<file path="src/rtl/id_exe_hazard_reg_pkg.sv">
// Shared ID/EX pipeline definitions: field widths, control bundle, bubble constant
// and the per-edge stage action decode.
package id_exe_hazard_reg_pkg;

  localparam int unsigned REG_IDX_W = 5;
  localparam int unsigned ALU_OP_W  = 4;
  localparam int unsigned CNT_W     = 16;

  // Decoded control travelling alongside the instruction.
  typedef struct packed {
    logic                reg_write;
    logic                mem_to_reg;
    logic                mem_read;
    logic                mem_write;
    logic                alu_src;
    logic                reg_dst;
    logic [ALU_OP_W-1:0] alu_op;
  } ctrl_t;

  // A bubble is a NOP: nothing written to the regfile or memory.
  localparam ctrl_t CTRL_BUBBLE = '0;

  // What the stage register does at the next edge (reset handled separately).
  typedef enum logic [1:0] {
    ActLoad,
    ActBubble,
    ActHold,
    ActFlush
  } stage_act_e;

  localparam logic [CNT_W-1:0] CNT_MAX = '1;
  localparam logic [CNT_W-1:0] CNT_ONE = {{(CNT_W-1){1'b0}}, 1'b1};

  // Saturating increment for the performance counters.
  function automatic logic [CNT_W-1:0] sat_inc(input logic [CNT_W-1:0] v);
    return (v == CNT_MAX) ? v : v + CNT_ONE;
  endfunction

endpackage

</file>
<file path="src/rtl/id_exe_hazard_reg_hazard_detect.sv">
// Load-use hazard detection: the instruction in EX is a load whose destination
// (rt) is a source of the instruction in ID. Register 0 never creates a hazard.
module id_exe_hazard_reg_hazard_detect
  import id_exe_hazard_reg_pkg::*;
(
  input  logic                 exe_valid,
  input  logic                 exe_mem_read,
  input  logic [REG_IDX_W-1:0] exe_rt,
  input  logic [REG_IDX_W-1:0] id_rs,
  input  logic [REG_IDX_W-1:0] id_rt,
  output logic                 lu
);

  logic rt_nonzero;
  logic src_match;

  // Combinational hazard compare.
  always_comb begin
    rt_nonzero = |exe_rt;
    src_match  = (exe_rt == id_rs) || (exe_rt == id_rt);
    lu         = exe_valid & exe_mem_read & rt_nonzero & src_match;
  end

endmodule

</file>
<file path="src/rtl/id_exe_hazard_reg.sv">
// ID/EX pipeline register with load-use bubble insertion, flush, hold and
// saturating stall/bubble performance counters.
module id_exe_hazard_reg
  import id_exe_hazard_reg_pkg::*;
#(
  parameter int unsigned DATA_W = 16
) (
  input  logic                 clk,
  input  logic                 rst,
  input  logic [REG_IDX_W-1:0] id_rs,
  input  logic [REG_IDX_W-1:0] id_rt,
  input  logic [REG_IDX_W-1:0] id_rd,
  input  logic [DATA_W-1:0]    id_rdata_1,
  input  logic [DATA_W-1:0]    id_rdata_2,
  input  logic [DATA_W-1:0]    id_imm,
  input  logic                 id_reg_write,
  input  logic                 id_mem_to_reg,
  input  logic                 id_mem_read,
  input  logic                 id_mem_write,
  input  logic                 id_alu_src,
  input  logic                 id_reg_dst,
  input  logic [ALU_OP_W-1:0]  id_alu_op,
  input  logic                 flush,
  input  logic                 hold,
  output logic [REG_IDX_W-1:0] exe_rs,
  output logic [REG_IDX_W-1:0] exe_rt,
  output logic [REG_IDX_W-1:0] exe_rd,
  output logic [DATA_W-1:0]    exe_rdata_1,
  output logic [DATA_W-1:0]    exe_rdata_2,
  output logic [DATA_W-1:0]    exe_imm,
  output logic                 exe_reg_write,
  output logic                 exe_mem_to_reg,
  output logic                 exe_mem_read,
  output logic                 exe_mem_write,
  output logic                 exe_alu_src,
  output logic                 exe_reg_dst,
  output logic [ALU_OP_W-1:0]  exe_alu_op,
  output logic                 exe_valid,
  output logic                 pc_write,
  output logic                 if_id_write,
  output logic [CNT_W-1:0]     stall_count,
  output logic [CNT_W-1:0]     bubble_count
);

  logic [REG_IDX_W-1:0] rs_q, rs_d, rt_q, rt_d, rd_q, rd_d;
  logic [DATA_W-1:0]    rdata_1_q, rdata_1_d, rdata_2_q, rdata_2_d, imm_q, imm_d;
  ctrl_t                ctrl_q, ctrl_d, id_ctrl;
  logic                 valid_q, valid_d;
  logic [CNT_W-1:0]     stall_cnt_q, stall_cnt_d, bubble_cnt_q, bubble_cnt_d;
  logic                 lu;
  stage_act_e           act;

  id_exe_hazard_reg_hazard_detect u_hazard_detect (
    .exe_valid    (valid_q),
    .exe_mem_read (ctrl_q.mem_read),
    .exe_rt       (rt_q),
    .id_rs        (id_rs),
    .id_rt        (id_rt),
    .lu           (lu)
  );

  // Gather the decoded ID control into one bundle.
  always_comb begin
    id_ctrl            = CTRL_BUBBLE;
    id_ctrl.reg_write  = id_reg_write;
    id_ctrl.mem_to_reg = id_mem_to_reg;
    id_ctrl.mem_read   = id_mem_read;
    id_ctrl.mem_write  = id_mem_write;
    id_ctrl.alu_src    = id_alu_src;
    id_ctrl.reg_dst    = id_reg_dst;
    id_ctrl.alu_op     = id_alu_op;
  end

  // Decide the stage action: flush beats hold beats load-use beats load.
  always_comb begin
    act = ActLoad;
    if (flush) begin
      act = ActFlush;
    end else if (hold) begin
      act = ActHold;
    end else if (lu) begin
      act = ActBubble;
    end
  end

  // Stall the front end while a bubble is being inserted or memory is busy.
  // A flush does not release the stall in the same cycle.
  always_comb begin
    pc_write    = ~(lu | hold);
    if_id_write = ~(lu | hold);
  end

  // Next-state for the pipeline payload.
  always_comb begin
    rs_d      = rs_q;
    rt_d      = rt_q;
    rd_d      = rd_q;
    rdata_1_d = rdata_1_q;
    rdata_2_d = rdata_2_q;
    imm_d     = imm_q;
    ctrl_d    = ctrl_q;
    valid_d   = valid_q;
    unique case (act)
      ActFlush, ActBubble: begin
        // Both squash to an all-zero NOP; index fields cleared so no stale forwarding.
        rs_d      = '0;
        rt_d      = '0;
        rd_d      = '0;
        rdata_1_d = '0;
        rdata_2_d = '0;
        imm_d     = '0;
        ctrl_d    = CTRL_BUBBLE;
        valid_d   = 1'b0;
      end
      ActHold: begin
        // Keep everything as is.
      end
      ActLoad: begin
        rs_d      = id_rs;
        rt_d      = id_rt;
        rd_d      = id_rd;
        rdata_1_d = id_rdata_1;
        rdata_2_d = id_rdata_2;
        imm_d     = id_imm;
        ctrl_d    = id_ctrl;
        valid_d   = 1'b1;
      end
      default: begin
        valid_d = 1'b0;
      end
    endcase
  end

  // Next-state for the saturating performance counters.
  always_comb begin
    stall_cnt_d  = stall_cnt_q;
    bubble_cnt_d = bubble_cnt_q;
    if ((lu | hold) && !flush) begin
      stall_cnt_d = sat_inc(stall_cnt_q);
    end
    if (act == ActBubble) begin
      bubble_cnt_d = sat_inc(bubble_cnt_q);
    end
  end

  // Stage and counter registers with synchronous reset.
  always_ff @(posedge clk) begin
    if (rst) begin
      rs_q         <= '0;
      rt_q         <= '0;
      rd_q         <= '0;
      rdata_1_q    <= '0;
      rdata_2_q    <= '0;
      imm_q        <= '0;
      ctrl_q       <= CTRL_BUBBLE;
      valid_q      <= 1'b0;
      stall_cnt_q  <= '0;
      bubble_cnt_q <= '0;
    end else begin
      rs_q         <= rs_d;
      rt_q         <= rt_d;
      rd_q         <= rd_d;
      rdata_1_q    <= rdata_1_d;
      rdata_2_q    <= rdata_2_d;
      imm_q        <= imm_d;
      ctrl_q       <= ctrl_d;
      valid_q      <= valid_d;
      stall_cnt_q  <= stall_cnt_d;
      bubble_cnt_q <= bubble_cnt_d;
    end
  end

  // Drive outputs straight from the registers.
  always_comb begin
    exe_rs         = rs_q;
    exe_rt         = rt_q;
    exe_rd         = rd_q;
    exe_rdata_1    = rdata_1_q;
    exe_rdata_2    = rdata_2_q;
    exe_imm        = imm_q;
    exe_reg_write  = ctrl_q.reg_write;
    exe_mem_to_reg = ctrl_q.mem_to_reg;
    exe_mem_read   = ctrl_q.mem_read;
    exe_mem_write  = ctrl_q.mem_write;
    exe_alu_src    = ctrl_q.alu_src;
    exe_reg_dst    = ctrl_q.reg_dst;
    exe_alu_op     = ctrl_q.alu_op;
    exe_valid      = valid_q;
    stall_count    = stall_cnt_q;
    bubble_count   = bubble_cnt_q;
  end

endmodule

</file>
<file path="config.mk">
export PLATFORM = sky130hd
export DESIGN_NAME = id_exe_hazard_reg
export DESIGN_NICKNAME = d
export VERILOG_FILES = /design/src/rtl/id_exe_hazard_reg_pkg.sv /design/src/rtl/id_exe_hazard_reg_hazard_detect.sv /design/src/rtl/id_exe_hazard_reg.sv
export SDC_FILE = /design/constraint.sdc
export NUM_CORES = 1
export LEC_CHECK = 0
export BUFFER_PORTS_ARGS = -buffer_cell sky130_fd_sc_hd__buf_2
export CORE_AREA = 4 4 111 92
export CTS_CLUSTER_SIZE = 10
export DETAILED_ROUTE_END_ITERATION = 8
export DIE_AREA = 0 0 115 96
export GPL_TIMING_DRIVEN = 0
export PLACE_DENSITY = 0.75
export SLEW_MARGIN = 10
export SYNTH_ARGS = -nofsm -noshare
export SYNTH_HDL_FRONTEND = slang
export SYNTH_HIERARCHICAL = 1
export SYNTH_SLANG_ARGS = --single-unit
</file>
<file path="constraint.sdc">
create_clock -name clk -period 3.3 [get_ports clk]
set_clock_uncertainty 0.05 [all_clocks]
set_input_delay 0.33 -clock clk [delete_from_list [all_inputs] [get_ports clk]]
set_output_delay 0.33 -clock clk [all_outputs]
set_load 0.02 [all_outputs]
</file>
## Word level (Yosys, flattened, before mapping)

Cells that the tools add are included.

- Bitwise operators: 7
- Order comparisons: 0
- Div/mod/pow operators: 0
- Mux-type cells: 11
- Multipliers: 0
- Reduce and logical (&&, ||, !) cells: 9
- Eq/ne operators: 6
- Shifts and indexed selects: 0
- Add/subtract/negate cells: 2

Operator list:

| cell | count |
|---|---|
| $pmux 16 s2 | 3 |
| $add 16x1->16 const B | 2 |
| $eq 16x16->1 const B | 2 |
| $pmux 5 s2 | 3 |
| $pmux 10 s2 | 1 |
| $eq 5x5->1 | 2 |
| $reduce_or 5->1 | 1 |
| $mux 2 | 2 |
| $reduce_and 2->1 | 2 |
| $and 1x1->1 | 3 |
| $not 1->1 | 3 |
| $eq 2x1->1 const B | 1 |
| $eq 2x2->1 const B | 1 |
| $logic_not 2->1 | 1 |
| $pmux 1 s2 | 1 |
| $reduce_bool 2->1 | 1 |
| $reduce_or 2->1 | 1 |
| $logic_and 1x1->1 | 1 |
| $logic_not 1->1 | 1 |
| $logic_or 1x1->1 | 1 |
| $mux 1 | 1 |
| $or 1x1->1 | 1 |

- Logic and storage cells: 51
- Memory bits (read-only): 0
- Input bits: 77
- Register bits: 106
- Latch bits: 0
- Memory bits (writable): 0
- Memories: 0
- Output and inout bits: 108

## Longest topological paths before layout

- Depth in word-level cells: 9
- Mapped depth: 8
- Gate-level depth less buffers: 8

## Modules after synthesis

Netlist, hierarchy kept.

By module, submodules not included:

| module | instances | area each (µm²) | cells each | seq. area each (µm²) |
|---|---|---|---|---|
| id_exe_hazard_reg | 1 | 4082.7 | 443 | 2122.0 |
| id_exe_hazard_reg_hazard_detect | 1 | 132.6 | 17 | 0.0 |

## Least setup slack after synthesis

OpenSTA, ideal clock, no wires.

- Path type: register to register
- Start: register rt_q[2] (netlist: exe_rt[2])
- End: register bubble_cnt_q[15] (netlist: bubble_count[15])
- Library setup time: 70 ps
- Required time: 3180 ps
- Stages on the path, launching flop included: 9
- Setup slack: 801 ps
- Arrival time: 2379 ps
- Cells stage by stage: dfxtp_1 -> xor2_1 -> nor3_1 -> nand3_1 -> a21oi_1 -> nor3b_4 -> nand4_2 -> or4_1 -> a21oi_1

- Longest elaborated chain between the ends: 8
- Elaborated cells on any way between the ends: 11

RTL lines:

| element | line | text |
|---|---|---|
| start: declaration | id_exe_hazard_reg.sv:45 | `logic [REG_IDX_W-1:0] rs_q, rs_d, rt_q, rt_d, rd_q, rd_d;` |
| start signal: assignment | id_exe_hazard_reg.sv:161 | `rt_q <= rt_d;` |
| $reduce_or 5->1 or $eq 5x5->1 (tied branches) | id_exe_hazard_reg_hazard_detect.sv:19, id_exe_hazard_reg_hazard_detect.sv:20 |  |
| $and 1x1->1 or $logic_or 1x1->1 (tied branches) | id_exe_hazard_reg_hazard_detect.sv:21, id_exe_hazard_reg_hazard_detect.sv:20 |  |
| $and 1x1->1 * | id_exe_hazard_reg_hazard_detect.sv:21 | `lu = exe_valid & exe_mem_read & rt_nonzero & src_match;` |
| net lu | id_exe_hazard_reg.sv:50 | `logic lu;` |
| $mux 1 * | id_exe_hazard_reg.sv:81 | `end else if (lu) begin` |
| $mux 2 * | id_exe_hazard_reg.sv:79 | `end else if (hold) begin` |
| $mux 2 * | id_exe_hazard_reg.sv:77 | `if (flush) begin` |
| $eq 2x1->1 * | id_exe_hazard_reg.sv:141 | `if (act == ActBubble) begin` |
| $reduce_and 2->1 (no source line) * | n/a |  |
| end signal: assignment | id_exe_hazard_reg.sv:169 | `bubble_cnt_q <= bubble_cnt_d;` |
| end: declaration | id_exe_hazard_reg.sv:49 | `logic [CNT_W-1:0] stall_cnt_q, stall_cnt_d, bubble_cnt_q, bubble_cnt_d;` |

Mark *: on every way through the listed nets, which the timed path passes. The rest lies on a longest branch.
A chain may end at the register's enable or synchronous reset.

## Final worst setup path

- Start: register rt_q[0] (netlist: exe_rt[0])
- End: register bubble_cnt_q[15] (netlist: bubble_count[15])

The elaborated chain is that of the path after synthesis.

==> impl_summary.log <==
INFO  metric finish.cell_count_without_fillers = 773
INFO  metric die_height = 96 um
INFO  metric setup_violations = 0
INFO  metric synth_top_cell_area_share = 50.3%
INFO  metric dieWidth = 115 um
INFO  metric cts_tree = done
INFO  metric dpl.cell_count = 757
INFO  metric synth_cells = 460
INFO  metric routed-via-count = 4333
INFO  metric yosys-top-cells-count = sky130_fd_sc_hd__dfxtp_1 (106), sky130_fd_sc_hd__nor2_1 (83), sky130_fd_sc_hd__a22oi_1 (73)
INFO  metric netSwitchingPower = 0.657 mW
INFO  metric synth-simple-area-share = 20.1%
INFO  metric synthesis.yosys.warnings = 6
INFO  metric yosys.area_share.adder = 0.594%
INFO  metric cts_htree_levels = 3
INFO  metric synth_cell_types = 43
INFO  metric groute.layer.met2.usage = 34.7%
INFO  metric cts-hold-fix-buffers = 0
INFO  metric globalRouteMet1Util = 28.4%
INFO  metric postRouteWirelength = 12400 um
INFO  metric start_kind = flip-flop
INFO  metric crit_path_max_fanout = 9
INFO  metric clock_path_buffers = 2
INFO  metric layout_worst_path_cycle_share = 87.3%
INFO  metric ant_nets = 0
INFO  metric grt_overflow = 0
INFO  metric fraction_of_synthesized_cell_area_in_xor_and_xnor_cells = 2.29%
INFO  metric syn_avg_cell_area = 9.16 sq um
INFO  metric cts-resized-gates = 0
INFO  metric cp-end-kind = flip-flop
INFO  metric cts.sinks = 106
INFO  metric switching_share = 23.8%
INFO  metric synth_flop_cell = sky130_fd_sc_hd__dfxtp_1
INFO  metric core_area = 9000 sq um
INFO  metric syn_nets = 539
INFO  metric port_buffers = 182
INFO  metric layout_cells_sized_above_1 = 32.1%
INFO  metric grt_first_pass_wirelength = 19500 um
INFO  metric drt_iter0_markers = 261
INFO  metric slew_headroom = 49.6%
INFO  metric grt_start_max_net_pins = 19
INFO  metric yosysMostFrequentCell = sky130_fd_sc_hd__dfxtp_1
INFO  metric number_of_diodes_added_for_antenna_fixing = 0
INFO  metric result_of_the_run = complete, no violations
INFO  metric p_leak = 2.45 nW
INFO  metric wl_per_cell = 16.0 um
INFO  metric synthToLayoutAreaGrowth = 32.9%
INFO  metric route.detailed.drc = 0
INFO  metric synth_compound_area_share = 21.8%
INFO  metric pwr_density_cell = 492 nW/um^2
INFO  metric rsz0062_at_grt = false
INFO  metric cts_root_buffer = sky130_fd_sc_hd__clkbuf_16
INFO  metric count_of_final_hold_check_violations = 0
INFO  metric vias_per_cell = 5.61
INFO  metric synth_top_cells_by_area = sky130_fd_sc_hd__dfxtp_1 (50%), sky130_fd_sc_hd__a22oi_1 (13%), sky130_fd_sc_hd__nor2_1 (7.4%), sky130_fd_sc_hd__a21oi_1 (2.8%), sky130_fd_sc_hd__clkbuf_1 (2.4%)
INFO  metric worstSetupPathType = reg -> reg
INFO  metric clockPowerShare = 42.8%
INFO  metric max_cap_viol_count = 0
INFO  metric floorplan.rows = 31
INFO  metric comb_power_share = 9.0%
INFO  metric use_met3 = 6.47%
INFO  metric clk-insertion-delay-late = 330 ps
INFO  metric synth.area.mux_share = 1.28%
INFO  metric grt_antenna_before_repair = 0
INFO  metric post-dp-hpwl = 9320 um
INFO  metric n_fill_cell = 805
INFO  metric postCtsSetupRepairBufs = 0
INFO  metric clock_transition_at_the_registers_of_the_reported_paths = 80 ps
INFO  metric post_synth_design_cell_area = 4220 sq um
INFO  metric internal-power = 2.10 mW
INFO  metric ys_seq_elements = 106
INFO  metric worst_ep_arrival_time = 3080 ps
INFO  metric maxClockFrequency = 347 MHz
INFO  metric final_max_slew_viol_count = 0
INFO  metric timing_worst_slew_pin_value = 751 ps
INFO  metric total_die_area = 11000 sq um
INFO  metric gp_routability_congestion = 0.845
INFO  metric tns = 0 ps
INFO  metric floorplan.initialDensity = 46.8%
INFO  metric hold_class = in -> reg
INFO  metric dr.pass1.iters = 5
INFO  metric gr-usage-all-layers = 21.6%
INFO  metric finalWorstPathRequiredPeriod = 2880 ps
INFO  metric sequentialPowerShare = 48.1%
INFO  metric tritoncts.num_buffers = 9
INFO  metric final.hold.worst_slack = 193 ps
INFO  metric count_of_pins_on_the_block_boundary = 185
INFO  metric synthArstFlopShare = 0%
INFO  metric gr-max-usage-layer = met2
INFO  metric synth_top_family_by_area = compound AO/OA/AOI/OAI gates
INFO  metric ys_seq_area_share = 50.3%
INFO  metric synth_area_leader = sky130_fd_sc_hd__dfxtp_1
INFO  metric number_of_enable_type_register_cells_in_the_synthesized_netlist = 0
INFO  metric fin_nets = 732
INFO  metric vdd_ir_drop_max = 0.000292 V
INFO  metric critical_path_required = 3500 ps
INFO  metric grt_pass1_vias = 4115
-- power by group through the flow --
stage          Sequential (mW)  Clock, mW  Combinational (mW)
2_1_floorplan             1.39          0               0.101
3_3_place_gp              1.36          0               0.244
3_5_place_dp              1.36          0               0.250
4_1_cts                   1.33       1.20               0.251
5_1_grt                   1.33       1.26               0.276
6_report                  1.33       1.18               0.250
-- cell type report --
| type | count | area [sq um] | area share (%) |
|---|---|---|---|
| sequential | 106 | 2120 | 37.9 |
| multi-input combinational | 315 | 1940 | 34.6 |
| inverter | 9 | 33.8 | 0.603 |
| tap | 115 | 144 | 2.57 |
| clock inverter | 6 | 95.1 | 1.70 |
| buffer | 30 | 119 | 2.12 |
| clock buffer | 10 | 239 | 4.26 |
| timing repair buffer | 182 | 911 | 16.3 |
-- cells in the final DEF (no fill, tap or decap), types with 3 or more instances in the layout --
cell type / Yosys / final
sky130_fd_sc_hd__buf_2: 2 / 184
sky130_fd_sc_hd__dfxtp_1: 106 / 106
sky130_fd_sc_hd__nor2_1: 83 / 83
sky130_fd_sc_hd__a22oi_1: 73 / 73
sky130_fd_sc_hd__clkbuf_1: 27 / 27
sky130_fd_sc_hd__a21oi_1: 24 / 24
sky130_fd_sc_hd__nand3_1: 15 / 15
sky130_fd_sc_hd__o31ai_1: 12 / 12
sky130_fd_sc_hd__or4_1: 12 / 12
sky130_fd_sc_hd__nand4_1: 10 / 10
sky130_fd_sc_hd__inv_1: 9 / 9
sky130_fd_sc_hd__nand2_1: 9 / 9
sky130_fd_sc_hd__clkbuf_16: 0 / 9
sky130_fd_sc_hd__o21ai_0: 8 / 8
sky130_fd_sc_hd__xor2_1: 7 / 7
sky130_fd_sc_hd__or3_1: 7 / 7
sky130_fd_sc_hd__nor3_1: 6 / 6
sky130_fd_sc_hd__nor2b_1: 5 / 5
sky130_fd_sc_hd__and4_1: 4 / 4
sky130_fd_sc_hd__xnor2_1: 4 / 4
sky130_fd_sc_hd__and3_1: 3 / 3
sky130_fd_sc_hd__mux2_2: 3 / 3
sky130_fd_sc_hd__nor4_1: 3 / 3
-- critical path: stages, from the launching register on --
cell and delay (ps):
sky130_fd_sc_hd__dfxtp_1 430, sky130_fd_sc_hd__xor2_1 120, sky130_fd_sc_hd__nor3_1 210, sky130_fd_sc_hd__nand3_1 100, sky130_fd_sc_hd__a21oi_1 490, sky130_fd_sc_hd__nor3b_4 440
sky130_fd_sc_hd__nand4_2 270, sky130_fd_sc_hd__or4_1 530, sky130_fd_sc_hd__a21oi_1 170
-- final timing paths --
check | slack (ps) | endpoint | start | cells after the start
setup / recovery | 420 | bubble_count[15]$_SDFFE_PP0P_ | exe_rt[0]$_SDFFE_PP0P_ | 8
hold reg to reg | 450 | exe_rs[3]$_SDFFE_PP0P_ | exe_rs[3]$_SDFFE_PP0P_ | 2
setup reg to reg | 420 | bubble_count[15]$_SDFFE_PP0P_ | exe_rt[0]$_SDFFE_PP0P_ | 8
hold / removal | 190 | exe_rdata_1[11]$_SDFFE_PP0P_ | id_rdata_1[11] | 3
-- cell families after synthesis --
group	Yosys count
AO/OA/AOI/OAI	131
multiplexers	5
XOR/XNOR	11
adder cells (fa/ha/maj)	2
flip-flops	106
buffers and inverters	39
AND/OR/NAND/NOR	166
-- metal layers --
layer / routed length (um) / share of wire, % / vias up
li1: - / - / 2087
met1: 5290 / 43 / 2066
met2: 5870 / 47 / 164
met3: 1030 / 8.3 / 16
met4: 189 / 1.5 / 0
met5: 0 / 0 / -
-- per-stage QoR --
stage          util (%)  worst slack, ps  instance area, sq um  power (mW)
2_1_floorplan         -              801                  4220        1.49
3_3_place_gp       58.6              476                  5270        1.60
3_5_place_dp       58.6              354                  5270        1.61
4_1_cts            62.3              409                  5600        2.78
5_1_grt            62.3              157                  5600        2.86
6_report           62.3              418                  5600        2.76
(Power assumes the default switching activity.)
